**src/rtl/dac_spi_writer.sv**
```systemverilog
// -----------------------------------------------------------------------------
// dac_spi_writer
//   Output stage of the line-draw controller. Takes one (x, y, beam) sample per
//   valid/ready handshake and writes it to a dual-channel 12-bit SPI DAC as two
//   16-bit frames (X on channel A, then Y on channel B). A single LDAC strobe
//   then updates both DAC outputs and the beam pin together, so deflection and
//   beam state reach the CRT at the same time.
//
// Ports
//   clk       in   system clock
//   reset     in   asynchronous, active-high reset
//   x, y      in   12-bit sample, latched only at the handshake
//   beam_in   in   beam state for the sample, latched only at the handshake
//   valid     in   sample request
//   ready     out  block idle; a sample is taken when valid && ready at clk rise
//   cs_pin    out  DAC chip select, active low
//   clk_pin   out  SPI SCK, idle low (mode 0)
//   data_pin  out  SPI MOSI, MSB first
//   ldac_pin  out  DAC latch strobe, active low
//   beam_pin  out  registered beam output, updated with the LDAC strobe
// -----------------------------------------------------------------------------
module dac_spi_writer #(
   parameter int unsigned CLK_DIV = 2,     // system clocks per SCK half-period
   parameter int unsigned GAP     = 2,     // clocks CS is high between frames
   parameter int unsigned LDAC_W  = 2,     // clocks LDAC is held low
   parameter bit          BUF     = 1'b0,  // frame BUF bit
   parameter bit          GA_N    = 1'b1   // frame GA_n bit (1 = 1x gain)
) (
   input  logic        clk,
   input  logic        reset,
   input  logic [11:0] x,
   input  logic [11:0] y,
   input  logic        beam_in,
   input  logic        valid,
   output logic        ready,
   output logic        cs_pin,
   output logic        clk_pin,
   output logic        data_pin,
   output logic        ldac_pin,
   output logic        beam_pin
);

   // The single divider counter also times the GAP and LDAC intervals.
   localparam int unsigned CNT_MAX =
      (CLK_DIV > GAP) ? ((CLK_DIV > LDAC_W) ? CLK_DIV : LDAC_W)
                      : ((GAP > LDAC_W) ? GAP : LDAC_W);
   localparam int unsigned CNT_W   = (CNT_MAX > 1) ? $clog2(CNT_MAX) : 1;
   localparam int unsigned BIT_W   = $clog2(16);

   typedef enum logic [2:0] {
      S_IDLE,
      S_FRAME_A,
      S_GAP,
      S_FRAME_B,
      S_LDAC
   } state_t;

   state_t             state;
   logic [CNT_W-1:0]   div_cnt;
   logic [BIT_W-1:0]   bit_cnt;
   logic               phase;      // 0: SCK low half of a bit, 1: SCK high half
   logic [11:0]        x_q;
   logic [11:0]        y_q;
   logic               beam_q;

   logic [15:0]        cur_word;
   logic [BIT_W-1:0]   nxt_bit;

   // DAC command word: {channel, BUF, GA_n, SHDN_n=1, data}
   function automatic logic [15:0] frame_word(input logic ch, input logic [11:0] d);
      return {ch, BUF, GA_N, 1'b1, d};
   endfunction

   // Word currently being shifted out
   always_comb begin
      cur_word = frame_word(1'b0, x_q);
      if (state == S_FRAME_B) begin
         cur_word = frame_word(1'b1, y_q);
      end
   end

   assign nxt_bit = bit_cnt - BIT_W'(1);

   // Sequencer: all pin values are registered here for the following cycle
   always_ff @(posedge clk or posedge reset) begin
      if (reset) begin
         state    <= S_IDLE;
         div_cnt  <= '0;
         bit_cnt  <= '0;
         phase    <= 1'b0;
         x_q      <= '0;
         y_q      <= '0;
         beam_q   <= 1'b0;
         ready    <= 1'b0;
         cs_pin   <= 1'b1;
         clk_pin  <= 1'b0;
         data_pin <= 1'b0;
         ldac_pin <= 1'b1;
         beam_pin <= 1'b0;
      end else begin
         case (state)
            S_IDLE: begin
               ready <= 1'b1;
               if (valid && ready) begin
                  x_q      <= x;
                  y_q      <= y;
                  beam_q   <= beam_in;
                  ready    <= 1'b0;
                  state    <= S_FRAME_A;
                  cs_pin   <= 1'b0;
                  clk_pin  <= 1'b0;
                  data_pin <= 1'b0;   // MSB of frame A is the channel bit, 0
                  div_cnt  <= '0;
                  bit_cnt  <= BIT_W'(15);
                  phase    <= 1'b0;
               end
            end

            S_FRAME_A, S_FRAME_B: begin
               if (div_cnt == CNT_W'(CLK_DIV - 1)) begin
                  div_cnt <= '0;
                  if (!phase) begin
                     phase   <= 1'b1;
                     clk_pin <= 1'b1;
                  end else begin
                     phase   <= 1'b0;
                     clk_pin <= 1'b0;
                     if (bit_cnt == '0) begin
                        // Last bit done: SCK falls together with CS rising
                        cs_pin   <= 1'b1;
                        data_pin <= 1'b0;
                        if (state == S_FRAME_A) begin
                           state <= S_GAP;
                        end else begin
                           state    <= S_LDAC;
                           ldac_pin <= 1'b0;
                           beam_pin <= beam_q;
                        end
                     end else begin
                        bit_cnt  <= nxt_bit;
                        data_pin <= cur_word[nxt_bit];
                     end
                  end
               end else begin
                  div_cnt <= div_cnt + CNT_W'(1);
               end
            end

            S_GAP: begin
               if (div_cnt == CNT_W'(GAP - 1)) begin
                  state    <= S_FRAME_B;
                  cs_pin   <= 1'b0;
                  clk_pin  <= 1'b0;
                  data_pin <= 1'b1;   // MSB of frame B is the channel bit, 1
                  div_cnt  <= '0;
                  bit_cnt  <= BIT_W'(15);
                  phase    <= 1'b0;
               end else begin
                  div_cnt <= div_cnt + CNT_W'(1);
               end
            end

            S_LDAC: begin
               if (div_cnt == CNT_W'(LDAC_W - 1)) begin
                  state    <= S_IDLE;
                  ldac_pin <= 1'b1;
                  ready    <= 1'b1;
                  div_cnt  <= '0;
               end else begin
                  div_cnt <= div_cnt + CNT_W'(1);
               end
            end

            default: begin
               state <= S_IDLE;
            end
         endcase
      end
   end

endmodule

```
**config.mk**
```make
export PLATFORM = sky130hd
export DESIGN_NAME = dac_spi_writer
export DESIGN_NICKNAME = d
export VERILOG_FILES = /design/src/rtl/dac_spi_writer.sv
export SDC_FILE = /design/constraint.sdc
export NUM_CORES = 1
export LEC_CHECK = 0
export BUFFER_PORTS_ARGS = -buffer_cell sky130_fd_sc_hd__buf_2
export CAP_MARGIN = 20
export CORE_ASPECT_RATIO = 0.6
export CORE_MARGIN = 2
export CORE_UTILIZATION = 30
export DETAILED_ROUTE_END_ITERATION = 7
export HOLD_SLACK_MARGIN = 0.05
export PLACE_DENSITY_LB_ADDON = 0.25
export RECOVER_POWER = 25
export SLEW_MARGIN = 20
export SYNTH_ARGS = -nofsm -noshare
export SYNTH_HDL_FRONTEND = slang
export SYNTH_SLANG_ARGS = --single-unit
```
**constraint.sdc**
```tcl
create_clock -name clk -period 2.5 [get_ports clk]
set_input_delay 0.5 -clock clk [delete_from_list [all_inputs] [get_ports clk]]
set_output_delay 0.5 -clock clk [all_outputs]
set_load 0.005 [all_outputs]
```
Word level (Yosys, flattened, before mapping)
Index checks and enable logic that the tools add are counted.
Storage, ports and cells
  bits in registers: 39
  logic and storage cells: 87
  bits of input ports: 28
  output and inout port bits: 6
Cells by class
  magnitude comparators: 1
  $add $sub $neg: 2
  reductions and logical operators: 19
  bitwise logic cells: 1
  equal/unequal tests: 12
  mux-type cells: 40
Operators by type and width (count)
  $reduce_and 6->1: 4
  $mux 3: 7
  $mux 4: 5
  $mux 1: 18
  $mux 16: 1
  $ne 2x2->1 const B: 8
  $pmux 3 s4: 1
  $pmux 4 s3: 1
  $reduce_and 5->1: 2
  $pmux 1 s3: 3
  $eq 3x2->1 const B: 2
  $pmux 1 s2: 3
  $reduce_and 2->1: 3
  $reduce_bool 2->1: 3
  $lt 4x5->1 const B: 1
  $bmux 1 s4: 1
  $logic_not 4->1: 1
  $reduce_and 4->1: 1
  $reduce_or 4->1: 1
  $sub 4x1->4 const B: 1
  $eq 3x1->1 const B: 1
  $eq 3x3->1 const B: 1
  $logic_not 3->1: 1
  $reduce_bool 3->1: 1
  4 further kinds: 4

Logic depth before layout (Yosys ltp)
  word-level depth: 8
  depth in mapped cells: 8
  depth with buffers taken out: 7

Worst setup path after synthesis
OpenSTA, ideal clock, no wires.
  kind: register to register
  start point: reg bit_cnt[0]
  end point: reg data_pin
  setup slack: 0.290 ns
  required time: 2.364 ns
  clock period less this slack: 2.210 ns
  arrival: 2.073 ns
  cell stages (with the launch flop): 9
  path buffers: 1
  cell sequence: dfrtp_1 > clkbuf_1 > inv_1 > ha_1 > inv_2 > mux4_2 > mux2_2 > o221ai_2 > o311ai_1
Between the ends
  longest elaborated chain between the ends: 7
  elaborated cells on any way between the ends: 8
  those cells by class: add/sub: 1; mux: 6; reduce/logical: 1
Ends and longest elaborated chain
  start, declared: line 60  | logic [BIT_W-1:0] bit_cnt;
  start signal, assigned: line 140  | bit_cnt <= nxt_bit;
  $sub 4x1->4: line 82  | assign nxt_bit = bit_cnt - BIT_W'(1);
  $bmux 1 s4: line 141  | data_pin <= cur_word[nxt_bit];
  $mux 1 (implied by the code): line 141
  $mux 1 *: line 128  | if (bit_cnt == '0) begin
  $mux 1 *: line 122  | if (!phase) begin
  $mux 1 *: line 120  | if (div_cnt == CNT_W'(CLK_DIV - 1)) begin
  $pmux 1 s3 *: line 101  | case (state)
  end signal, assigned: line 141
  end, declared: line 38  | output logic data_pin,
Mark *: on every way between the ends. The rest lies on a longest branch, timed or not. The select of a mux whose other input is x is not followed.
A chain may end at the register's enable or synchronous reset.

Worst setup path in the final report
Ends and elaborated chain as after synthesis.

==> results list <==
- The worst pin sits at a relative slew slack of 34.9%.
* Slack of the worst reg-to-reg path: 0.24 ns
- Final nets: 239
- For this run, design rule violations remaining after detail routing come to 0.
- Status: finished, final reports clean
- Maximum frequency from static timing analysis: 0.442 GHz
- Arrival time of data at the critical path endpoint: 2.43 ns
- Ranked by total cell area, the synthesized netlist is headed by sky130_fd_sc_hd__dfrtp_1, sky130_fd_sc_hd__mux2_2, sky130_fd_sc_hd__nand2_1.
* Total congestion overflow after global routing: 0
- Post-Synth XOR/XNOR Area: 1.75%
- Cells with a size suffix above 1 make up 41.7% of the layout.
* Depth of the worst hold-timing path: 2
- Syn-to-layout area delta: 19.9%
- Total global-route track usage: 13.0%
- Among all cell types in the netlist, the one instantiated most often is sky130_fd_sc_hd__dfrtp_1.
- Summing the areas of all compound-gate instances in the mapped netlist gives 9.79% of the synthesized area.
- When the netlist entered floorplanning its net count stood at 204.
* Critical path required time: 2.67 ns
- After floorplanning, the core was divided into 23 placement rows.
- Before antenna repair, the detailed router went through 4 iterations.
- EDFF count, synth: 0
- The multi-input combinational cells in the finished layout cover a total of 951 um2.
- The number of cells on the worst reg-to-reg path is 7.
* Fill cell total of the finished layout: 670
- Largest stage delay, worst path: 0.49 ns
- The most used flip-flop cell after synthesis is sky130_fd_sc_hd__dfrtp_1.
- Buffers added on ports: 33
- Average wire per standard cell: 14.3 um
- For this run, asynchronously set or reset flops after synthesis account for 100%.
- In this run the post-CTS setup repair buffer count came out at 0.
* Clock insertion delay at the later pin of the skew report: 0.29 ns
- Post-CTS clock slew at the launch and capture registers of the worst setup and hold paths: 0.08 ns
- Via count of the first global-routing pass: 1400
- CP Class: flop to flop
- The count of endpoints failing hold in the final timing report came to 0.
- Pin placement for this block handled 34 I/O pins.
- STA classifies the critical path endpoint as a flop.
- Fraction of the mapped netlist area in adder cells: 0.623%
- The path class of the tightest hold or removal check is input pin to flop.
- The initial antenna violation count is 0.
* Worst clock skew on the final layout: 0.00630 ns
- Dividing the final minimum period by the clock period gives 90.4%.
- Setup Viol. Count Final: 0
* Routability cong.: 0.903
- In this run, CTS created clock tree buffers numbering 5.
- Among all stages on the critical path, the largest delay is contributed by sky130_fd_sc_hd__dfrtp_1.
- Clock tree synthesis found a total of 39 sinks.
- Maximum Capacitance Violations: 0
- Total via count after detailed routing: 1427
- Terminus of the critical flop-to-flop path: data_pin$_DFFE_PP0P_
- Fraction of synthesized area in multiplexers: 22.8%
- Post-synth top area share: 46.1%
- Hold Buf Count CTS: 0
- Post-synthesis sequential element count: 39
- For the pin with the worst max-slew slack, the measured transition is 0.977 ns.
- The detailed router finished its first iteration with 46 violations.
- The die covers 7380 um2.
* Cells along the critical path: inv_1 -> ha_1 -> inv_2 -> mux4_2 -> mux2_2 -> o221ai_2 -> o311ai_1
- Count of nets left with antenna violations after detail routing: 0
- Library cell occupying the most area in the post-synthesis netlist: sky130_fd_sc_hd__dfrtp_1
* Largest net degree at the start of global routing: 40
* Maximum root-to-sink buffer count: 2
* Total Wirelength: 4270 um
- Core area: 6560 um2
* Largest family of logic cells by synthesized area: multiplexers
- The startpoint identified for the worst hold timing path is x[9].
- Vias/cell: 4.79
* Cells resized by post-CTS repair: 0
- Maximum vdd ir drop: 443 uV
- Estimated wirelength of the detail-placed design: 3170 um
- Total negative slack: 0 ns
- In this run the cell area of the synthesized design comes to 2010 um2.
- Number of instances in the synthesized netlist: 175
- Area share of and/or/nand/nor cells after synthesis: 12.5%
* Global-route wire length before repair: 7180 um
- Worst reg2reg path startpoint: bit_cnt[0]$_DFFE_PP0P_
- 0 antenna diodes ended up in the layout.
* Max-slew violation count: 0
* Initial Utilization: 30.6%
* Time the worst path needs with I/O delays and setup: 2.26 ns
- Hold Path Sink: x_q[9]$_DFFE_PP0P_
* CP Launch Type: flop
* Final core occ: 36.7%
- Setup repair after global routing left no endpoint under its margin.
- Sequential fraction of the synthesis area: 48.8%
- Maximum net fanout on the critical path: 8
* Leakage Power: 0.00107 uW
- TritonCTS built the clock tree.
- Library cells used by synthesis: 44
- Clock Root Buffer: sky130_fd_sc_hd__clkbuf_8
- Pwr dens: 1290 nW/um2
- The die is 110 um wide.
* Total area of sequential cells: 978 um2
- The commonest cells after synthesis are sky130_fd_sc_hd__dfrtp_1, sky130_fd_sc_hd__mux2_2, sky130_fd_sc_hd__nand2_1.
- Post-synthesis area per instance: 11.5 um2
- During synthesis, Yosys emitted a total of 0 warnings.
- Measured along the y axis, the die boundary spans 67.4 um.
- The H-tree generated during clock tree synthesis spans 2 levels.
per-layer routing:
layer	track usage, %	wire length, um	vias up
met2	17.2	1580	33
li1	-	-	699
met3	3.76	224	4
met4	2.85	17	0
met1	20.5	2450	691
met5	0	0	-
placed cells by master, fill, tap and decap left out, types with 2 or more instances in the layout:
cell and count:
sky130_fd_sc_hd__a21oi_1 3, sky130_fd_sc_hd__buf_2 33, sky130_fd_sc_hd__buf_4 2, sky130_fd_sc_hd__bufinv_16 2, sky130_fd_sc_hd__clkbuf_8 5, sky130_fd_sc_hd__dfrtp_1 37, sky130_fd_sc_hd__dfstp_2 2, sky130_fd_sc_hd__inv_1 7
sky130_fd_sc_hd__mux2_2 32, sky130_fd_sc_hd__mux2i_1 4, sky130_fd_sc_hd__mux4_2 2, sky130_fd_sc_hd__nand2_1 18, sky130_fd_sc_hd__nand3_1 6, sky130_fd_sc_hd__nor2_1 9, sky130_fd_sc_hd__nor2_4 2, sky130_fd_sc_hd__nor3_1 3
sky130_fd_sc_hd__o21ai_0 10, sky130_fd_sc_hd__o22ai_1 2, sky130_fd_sc_hd__xnor2_1 2, sky130_fd_sc_hd__xor2_1 2
layout make-up:
type / instances / share of cell area (%)
flip-flops and latches: 39 / 40.7
clock inverters: 2 / 2.50
inverters: 8 / 1.25
multi-input cells: 119 / 39.5
clock buffers: 6 / 3.02
well taps: 87 / 4.52
repair buffers: 37 / 8.53
power by group:
part	switching [uW]	internal, uW	total (uW)
Combinational	602	681	1280
Sequential	270	931	1200
Clock	224	399	623
Total	1100	2010	3110
cell families after synthesis:
kind of cell	count (synthesis)
xor gates and xnor gates	4
adders and majority gates	1
and+or+nand+nor	47
buffers and inverters	17
muxes	39
DFF	39
AOI/OAI and AO/OA	28
sequential cells by signal (all words and copies together) (netlist names):
name and cells:
beam_pin 1, x_q 12, beam_q 1, cs_pin 1, ldac_pin 1, div_cnt 1
bit_cnt 4, data_pin 1, ready 1, y_q 12, phase 1, state 3
critical path: cells and delay by family (launching register included):
kind,cells,cell delay [ns]
DFF,1,0.49
adders and majority gates,1,0.38
muxes,2,0.78
AOI/OAI and AO/OA,2,0.26
buffers and inverters,2,0.23
per-stage QoR:
step | power, uW | cell area [um2] | std cells | setup slack [ns] | hold WS (ns)
CTS | 3140 | 2410 | 298 | 0.258 | 0.328
detailed placement | 2500 | 2280 | 290 | 0.264 | 0.494
global placement | 2490 | 2280 | 290 | 0.308 | 0.484
global route | 3370 | 2410 | 298 | 0.118 | 0.423
floorplan | 2180 | 2010 | 175 | 0.290 | 0.458
finish | 3110 | 2410 | 298 | 0.239 | 0.429
how the worst max path moves through the flow:
stage,startpoint,endpoint,depth (start not counted)
floorplan,bit_cnt[0]$_DFFE_PP0P_,data_pin$_DFFE_PP0P_,8
CTS,bit_cnt[0]$_DFFE_PP0P_,data_pin$_DFFE_PP0P_,7
global placement,bit_cnt[0]$_DFFE_PP0P_,data_pin$_DFFE_PP0P_,7
global route,bit_cnt[0]$_DFFE_PP0P_,data_pin$_DFFE_PP0P_,7
finish,bit_cnt[0]$_DFFE_PP0P_,data_pin$_DFFE_PP0P_,7
detailed placement,bit_cnt[0]$_DFFE_PP0P_,data_pin$_DFFE_PP0P_,7
Power figures use the tool's default switching activity.
